## src/rtl/flash_audio_streamer.sv

```systemverilog
// Streams signed 16-bit mono samples out of 32-bit flash words (low half first),
// applying an arithmetic volume shift, with optional looping over the word range.
module flash_audio_streamer #(
  parameter logic [22:0] END_ADDR = 23'h07FFFF,
  parameter bit          LOOP     = 1'b1
) (
  input  logic        clk,
  input  logic        rst,
  input  logic        start,
  input  logic        stop,
  input  logic [3:0]  vol_shift,
  output logic        flash_mem_read,
  output logic [22:0] flash_mem_address,
  input  logic        flash_mem_waitrequest,
  input  logic [31:0] flash_mem_readdata,
  input  logic        flash_mem_readdatavalid,
  output logic        aud_valid,
  input  logic        aud_ready,
  output logic [15:0] aud_left,
  output logic [15:0] aud_right,
  output logic        busy,
  output logic        done
);

  typedef enum logic [2:0] {
    S_IDLE,
    S_REQ,
    S_WAIT_DATA,
    S_SEND_LO,
    S_SEND_HI,
    S_DONE
  } state_t;

  state_t             r_state;
  logic [22:0]        r_ptr;
  logic [31:0]        r_word;
  logic [3:0]         r_vol;
  logic               r_abort;
  logic signed [15:0] w_half;
  logic signed [15:0] w_sample;

  always_ff @(posedge clk) begin
    if (rst) begin
      r_state <= S_IDLE;
      r_ptr   <= '0;
      r_word  <= '0;
      r_vol   <= '0;
      r_abort <= 1'b0;
    end else begin
      case (r_state)
        S_IDLE, S_DONE: begin
          r_abort <= 1'b0;
          if (stop) begin
            r_state <= S_IDLE;
            r_ptr   <= '0;
          end else if (start) begin
            r_state <= S_REQ;
            r_ptr   <= '0;
            r_vol   <= vol_shift;
          end
        end
        // A stop seen while a read is in flight is remembered until the data returns.
        S_REQ: begin
          if (stop) r_abort <= 1'b1;
          if (!flash_mem_waitrequest) r_state <= S_WAIT_DATA;
        end
        S_WAIT_DATA: begin
          if (stop) r_abort <= 1'b1;
          if (flash_mem_readdatavalid) begin
            if (r_abort || stop) begin
              r_state <= S_IDLE;
              r_ptr   <= '0;
              r_abort <= 1'b0;
            end else begin
              r_word  <= flash_mem_readdata;
              r_state <= S_SEND_LO;
            end
          end
        end
        S_SEND_LO: begin
          if (stop) begin
            r_state <= S_IDLE;
            r_ptr   <= '0;
          end else if (aud_ready) begin
            r_state <= S_SEND_HI;
          end
        end
        S_SEND_HI: begin
          if (stop) begin
            r_state <= S_IDLE;
            r_ptr   <= '0;
          end else if (aud_ready) begin
            if (r_ptr != END_ADDR) begin
              r_ptr   <= r_ptr + 23'd1;
              r_state <= S_REQ;
            end else if (LOOP) begin
              r_ptr   <= '0;
              r_state <= S_REQ;
            end else begin
              r_state <= S_DONE;
            end
          end
        end
        default: r_state <= S_IDLE;
      endcase
    end
  end

  always_comb begin
    w_half            = (r_state == S_SEND_HI) ? r_word[31:16] : r_word[15:0];
    w_sample          = w_half >>> r_vol;
    flash_mem_read    = (r_state == S_REQ);
    flash_mem_address = flash_mem_read ? r_ptr : '0;
    aud_valid         = (r_state == S_SEND_LO) || (r_state == S_SEND_HI);
    aud_left          = aud_valid ? w_sample : '0;
    aud_right         = aud_left;
    busy              = (r_state != S_IDLE) && (r_state != S_DONE);
    done              = (r_state == S_DONE);
  end

endmodule

```

## config.mk

```make
export PLATFORM = sky130hd
export DESIGN_NAME = flash_audio_streamer
export DESIGN_NICKNAME = d
export VERILOG_FILES = /design/src/rtl/flash_audio_streamer.sv
export SDC_FILE = /design/constraint.sdc
export NUM_CORES = 1
export LEC_CHECK = 0
export CAP_MARGIN = 10
export CORE_UTILIZATION = 50
export CTS_CLUSTER_DIAMETER = 120
export DETAILED_ROUTE_END_ITERATION = 8
export GPL_TIMING_DRIVEN = 0
export PLACE_DENSITY = 0.85
export SYNTH_ARGS = -nofsm -noshare
export SYNTH_HDL_FRONTEND = slang
export SYNTH_SLANG_ARGS = --single-unit
```

## constraint.sdc

```tcl
create_clock -name clk -period 3.4 [get_ports clk]
set_input_delay 0.51 -clock clk [delete_from_list [all_inputs] [get_ports clk]]
set_output_delay 0.51 -clock clk [all_outputs]
set_load 0.01 [all_outputs]
```

==> out/results.txt, run 1 <==
outcome - completed
RSZ-0062 raised after global routing - true
layout cell share with drive strength beyond 1 - 0.174
Final Max Slew Viols - 0
final setup fails - 0
Final WS setup - 0.0168 ns
Post-synth EDFFs - 0
DR DRC count - 0
Net count, final - 700
largest family of logic cells by synthesized area - simple AND/OR/NAND/NOR gates
Multi-input gate area - 2690 um^2
Simple-Gate Fraction of Synth Area - 0.279
Post-Synthesis Cells - 534
leakage - 2.16 nW
commonest cells in the netlist - nand2_1 (93), dfxtp_1 (63), a21oi_1 (62)
Power Density - 314 nW/um^2
min-delay src - r_word[16]
hold path cells - 2
GPL Wtd Cong - 0.923
Crit path required time - 2.89 ns
fin area - 5760 um^2
clk buf depth - 2
initial antenna violation count - 0
Cell Area, Synth - 4110 um^2
Clock Tree Root - clkbuf_8
worst-path fanout max - 10
# IOs - 102
Final Hold Fails - 0
clock sinks - 63
first-pass GRT wire length - 19900 um
sequential share of the synthesized area - 0.307
DRT Pass-1 Iters - 5
chip height - 92.6 um
CORE AREA - 7850 um^2
Critical-path top delay cell - clkdlybuf4s50_1
cell mode on critical path - buf_6
most common cell in the synthesized netlist - nand2_1
Slew Limit Headroom - 0.510
asr flop ratio synth - 0
GRT overflow - 0
die area - 8580 um^2
type of the most critical hold path - reg -> reg
critical path launch point type - flop
top cell family by delay on the critical path - buffers and inverters
syn avg cell area - 7.69 um^2
Synth Register Bits - 63
WS Path Type - reg -> out
all-layer global routing usage - 0.293
Synth top area share - 0.307
Fill cells - 597
clk_lat worst skew - 0.36 ns
r2r worst-path depth - 7
CTS H-tree depth - 3
adder and majority cell fraction of the synthesized area - 0.00305
dpl cell area - 5230 um^2
vias in the first global route - 4141
Synth Area in Compound Gates - 0.161
Period Utilization, post-route - 0.995
DR vias/cell - 5.92
largest net degree at the start of global routing - 14
max cap viols - 0
FF/Latch Area - 1270 um^2
Routed WL - 12800 um
critical path cell sequence - buf_6, nor3b_4, buf_6, buf_12, mux2i_4, a221oi_2, o21ai_0, a21oi_2, buf_4, clkdlybuf4s50_1
WP data arrival - 2.87 ns
Worst-path clk slew - 0.08 ns
maximum vdd drop - 0.272 mV
hpwl dp - 8960 um
post-synthesis mux area share - 0.155
Port-buffer cells - 100
Hold Path End - r_word[16]
dominant cell type by area after synthesis - dfxtp_1
clk_skew - 0.0136 ns
row count - 32
Buf+Inv Stages, Crit Path - 5
Detailed Route Iter0 Violations - 358
Fmax - 296 MHz
Post-synth top flop - dfxtp_1
Initial Utilization - 0.523
syn_nets - 578
slowest stage delay, CP - 0.52 ns
Chip Width - 92.6 um
synth unique cells - 58
actual slew at the worst max-slew pin - 0.728 ns
CTS tree - built
Area Overhead vs Synth - 40.4%
pre-CTS setup slack - -0.0716 ns
Area contributors post-synth - dfxtp_1 (31%), mux2i_1 (8.5%), nand2_1 (8.5%), a21oi_1 (7.6%), nor2_1 (4.6%)
n_diodes - 0
routed vias - 4512
XOR/XNOR Fraction of Synth Area - 0.0192
Routed Antenna Nets - 0
CTS Buf Count - 9
Synth Warn # - 0
post-layout min period - 3.38 ns
worst r2r src - r_ptr[0]
Reg2Reg Setup Slack - 0.75 ns
RR Endpoint - r_ptr[13]
Critical Path Sink Type - output port
Avg WL per Cell - 16.9 um
==> kinds of logic (layout without fill, tap and decap cells) <==
kind of cell,Yosys count,in the layout
simple gates,237,237
compound gates,112,112
flops,63,63
buf+inv,60,186
mux,52,52
xor+xnor,9,9
fa+ha+maj,1,1
==> sequential cells by signal, indices dropped and copies added, names as in the netlist <==
signal	count
r_word	32
r_ptr	23
r_vol	4
r_state	3
r_abort	1
==> metrics by stage <==
| stage | util | instances | hold slack (ns) | setup TNS (ns) | total power [mW] |
|---|---|---|---|---|---|
| 6_report | 0.734 | 762 | 0.474 | 0 | 1.81 |
| 2_1_floorplan | - | 534 | 0.433 | 0 | 0.936 |
| 5_1_grt | 0.734 | 762 | 0.495 | -0.152 | 1.86 |
| 3_5_place_dp | 0.667 | 736 | 0.460 | -0.0716 | 1.04 |
| 4_1_cts | 0.705 | 754 | 0.475 | -0.197 | 1.80 |
| 3_3_place_gp | 0.667 | 736 | 0.442 | -0.0628 | 1.04 |
==> worst min-delay path, stage by stage, from the launching register on <==
cell     delay, ns
dfxtp_1       0.32
nand2_1       0.06
a21oi_1       0.05
==> worst max-delay path by stage <==
stage,from,to,slack [ns],depth (start not counted)
5_1_grt,r_state[1],aud_right[6],-0.08,10
4_1_cts,r_state[1],aud_right[2],-0.11,10
6_report,r_state[1],aud_right[6],0.02,10
2_1_floorplan,r_state[1],aud_right[0],0.53,8
3_3_place_gp,r_state[1],aud_right[0],-0.06,9
3_5_place_dp,r_state[1],aud_right[0],-0.07,9
==> per-layer routing <==
metal / part of all wire / GRT usage / vias to the layer above
met1: 0.42 / 0.388 / 2135
met4: 0.028 / 0.103 / 0
met5: 0 / 0 / -
met2: 0.47 / 0.481 / 232
met3: 0.080 / 0.0468 / 40
li1: - / - / 2105
==> layout by cell type (no fill, tap or decap), types with 5 or more instances in the layout <==
master	count
a21oi_1	56
a21oi_2	7
and2_1	22
buf_4	30
buf_6	5
clkbuf_1	26
clkbuf_8	12
clkdlybuf4s50_1	81
dfxtp_1	59
dlymetal6s2s_1	11
inv_1	7
mux2_2	9
mux2i_1	24
mux2i_2	5
mux2i_4	6
mux4_2	8
nand2_1	93
nand3_1	13
nand3b_1	5
nor2_1	48
nor2b_1	5
nor3_1	12
nor4_1	7
o21ai_0	17
xnor2_1	9
==> power breakdown <==
part	switching [mW]	internal, mW	total (mW)
clock network	0.292	0.468	0.760
registers	0.0165	0.750	0.767
logic	0.162	0.122	0.284
total	0.470	1.34	1.81
==> repair_timing <==
action	CTS	global route
endpoints found under the setup margin	29	42
gates resized for setup	23	41
pin swaps	3	4
hold buffers	0	0
setup buffers	4	8
==> layout make-up <==
cell class / count / area share
plain buffers: 51 / 0.0499
clock buffers: 12 / 0.0287
clock inverters: 3 / 0.0113
inverters: 8 / 0.00521
multi-input cells: 411 / 0.467
flip-flops and latches: 63 / 0.220
well taps: 102 / 0.0221
repair buffers: 112 / 0.196
Power figures use the tool's default switching activity.
==> run 2, diff against run 1 <==
Settings changed: CORE_ASPECT_RATIO from default to 1.1, PLACE_DENSITY 0.85 to 0.81, SKIP_LAST_GASP from default to 1.
==> out/results.txt, run 2 (synthesis gave the netlist of run 1 again) <==
outcome - complete, but fails checks
violated checks - setup timing
Critical Path Sink Type - output port
worst-path fanout max - 10 (unchanged)
critical path cell sequence - buf_6, nor3b_4, buf_6, mux2i_2, mux2i_1, mux2i_1, o22ai_1, a41o_1, buf_4, clkdlybuf4s50_1
post-layout min period - 3.52 ns (+0.133 ns)
CTS H-tree depth - 3 (unchanged)
DR vias/cell - 5.78 (-2.3%)
clk_lat worst skew - 0.33 ns (-0.03 ns)
maximum vdd drop - 0.236 mV (-13%)
clock sinks - 63 (unchanged)
Hold Path End - r_word[0]
CORE AREA - 7910 um^2 (+0.83%)
max cap viols - 0 (unchanged)
min-delay src - r_word[0]
Reg2Reg Setup Slack - 0.84 ns (+0.09 ns)
dpl cell area - 5240 um^2 (+0.14%)
hold path cells - 2 (unchanged)
Period Utilization, post-route - 1.03 (+0.0392)
Final Hold Fails - 0 (unchanged)
n_diodes - 0 (unchanged)
Final WS setup - -0.117 ns (-0.133 ns)
Slew Limit Headroom - 0.378 (-0.133)
die area - 8580 um^2 (about the same)
Worst-path clk slew - 0.07 ns (about the same)
CTS Buf Count - 9 (unchanged)
Detailed Route Iter0 Violations - 382 (+6.7%)
slowest stage delay, CP - 0.46 ns (-0.06 ns)
Clock Tree Root - clkbuf_8
Pwr Total - 1.60 mW (-11%)
# IOs - 102 (unchanged)
first-pass GRT wire length - 19300 um (-3.2%)
max FFs per register - 32 (unchanged)
WP data arrival - 3.01 ns (+0.14 ns)
most frequent cells in the layout - nand2_1 (93), clkdlybuf4s50_1 (84), a21oi_1 (59), dfxtp_1 (59), nor2_1 (49)
routed vias - 4471 (-0.91%)
met2 usage - 0.464 (-0.0176)
Largest Register - r_word
CTS tree - built
Final TNS setup - -0.177 ns (-0.177 ns)
critical path launch point type - flop
met3 Usage GRT - 0.0529 (+0.00610)
DRT Pass-1 Iters - 5 (unchanged)
type of the most critical hold path - reg -> reg
top cell family by delay on the critical path - buffers and inverters
Power Density - 281 nW/um^2 (-11%)
GRT overflow - 0 (unchanged)
final setup fails - 5 (+5)
hpwl dp - 8850 um (-1.3%)
Avg WL per Cell - 16.2 um (-3.8%)
Routed WL - 12500 um (-2.4%)
final hold slack - 0.467 ns (-0.00671 ns)
Largest regs - r_word: 32 flops, r_ptr: 23 flops, r_vol: 4 flops
row count - 34 (+6.3%)
RSZ-0062 raised after global routing - true
Final Core Density - 0.722 (-0.0127)
Area Overhead vs Synth - 39.1%
Initial Utilization - 0.519 (-0.00430)
DR DRC count - 0 (unchanged)
commonest non-fill, non-tap cell in the layout - nand2_1
Chip Width - 88.4 um (-4.6%)
clk buf depth - 2 (unchanged)
largest net degree at the start of global routing - 14 (unchanged)
GPL Wtd Cong - 0.923 (about the same)
Net count, final - 705 (+0.71%)
Final Max Slew Viols - 0 (unchanged)
clk_skew - 0.00556 ns (-0.00801 ns)
Port-buffer cells - 100 (unchanged)
worst r2r src - r_ptr[1]
leakage - 2.14 nW (-0.79%)
vias in the first global route - 4137 (-0.097%)
M1 GR Usage - 0.371 (-0.0176)
actual slew at the worst max-slew pin - 0.926 ns (+0.198 ns)
initial antenna violation count - 0 (unchanged)
GR peak layer - met2
Fill cells - 610 (+2.2%)
r2r worst-path depth - 7 (unchanged)
Fmax - 284 MHz (-3.8%)
RR Endpoint - r_ptr[8]
all-layer global routing usage - 0.283 (-0.00963)
layout cell share with drive strength beyond 1 - 0.164 (-0.0103)
hold_buf cts - 0 (unchanged)
chip height - 97.0 um (+4.8%)
Critical-path top delay cell - clkdlybuf4s50_1
WS Path Type - reg -> out
Routed Antenna Nets - 0 (unchanged)
Buf+Inv Stages, Crit Path - 4 (-1)
fin area - 5710 um^2 (-0.91%)
Crit path required time - 2.89 ns (about the same)
## run 2: cell types whose count changed in the layout (fill, tap and decap cells not counted), moves of 2 or more
cell             previous run  this run
a21oi_1                    56        59
clkinv_2                    1         3
o21ai_1                     1         3
mux2i_1                    24        26
clkbuf_8                   12        10
dlygate4sd2_1               3         5
a21oi_2                     7         4
mux2i_4                     6         4
bufinv_16                   2         0
clkdlybuf4s50_1            81        84
## run 2: per-stage QoR
stage,setup WS (ns),std cells
2_1_floorplan,0.526,534
3_5_place_dp,-0.0844,742
5_1_grt,-0.219,773
3_3_place_gp,-0.0507,742
6_report,-0.117,773
4_1_cts,-0.0909,761
## run 2: where the power goes
part	internal, mW	switching, mW
combinational	0.124	0.160
clock	0.277	0.276
sequential	0.750	0.0178
total	1.15	0.454
## run 2: how the worst max path moves through the flow
stage,startpoint,slack (ns),cells past startpoint,to
after floorplan,r_state[1],0.53,8,aud_right[0]
after global placement,r_state[1],-0.05,9,aud_right[0]
after detailed placement,r_state[1],-0.08,9,aud_right[0]
after CTS,r_state[1],-0.09,10,aud_right[2]
after global routing,r_state[1],-0.22,10,aud_right[1]
final,r_state[1],-0.12,10,aud_right[1]
## run 2: cell type report
class | count | area, um^2 | share of cell area
tap | 108 | 135 | 0.0237
sequential | 63 | 1270 | 0.222
clock buffer | 11 | 141 | 0.0248
buffer | 50 | 285 | 0.0500
inverter | 8 | 30.0 | 0.00526
timing repair buffer | 118 | 1170 | 0.206
clock inverter | 4 | 22.5 | 0.00394
multi-input combinational | 411 | 2650 | 0.464
## run 2: per-layer routing
layer  up-vias  routed length (um)
met2       238                6090
met4         0                 228
met3        29                 974
met5         -                   0
met1      2083                5250
li1       2121                   -
## run 2: timing repair
action,CTS,global route
cloned,0,0
pin swaps,4,5
buffers inserted,5,13
gates resized for setup,25,35
endpoints found under the setup margin,29,41
## run 2: worst min-delay path: cells and delay by family (launching register included)
kind	cells	cell delay, ns
and+or+nand+nor	1	0.05
DFF	1	0.32
AOI/OAI and AO/OA	1	0.05
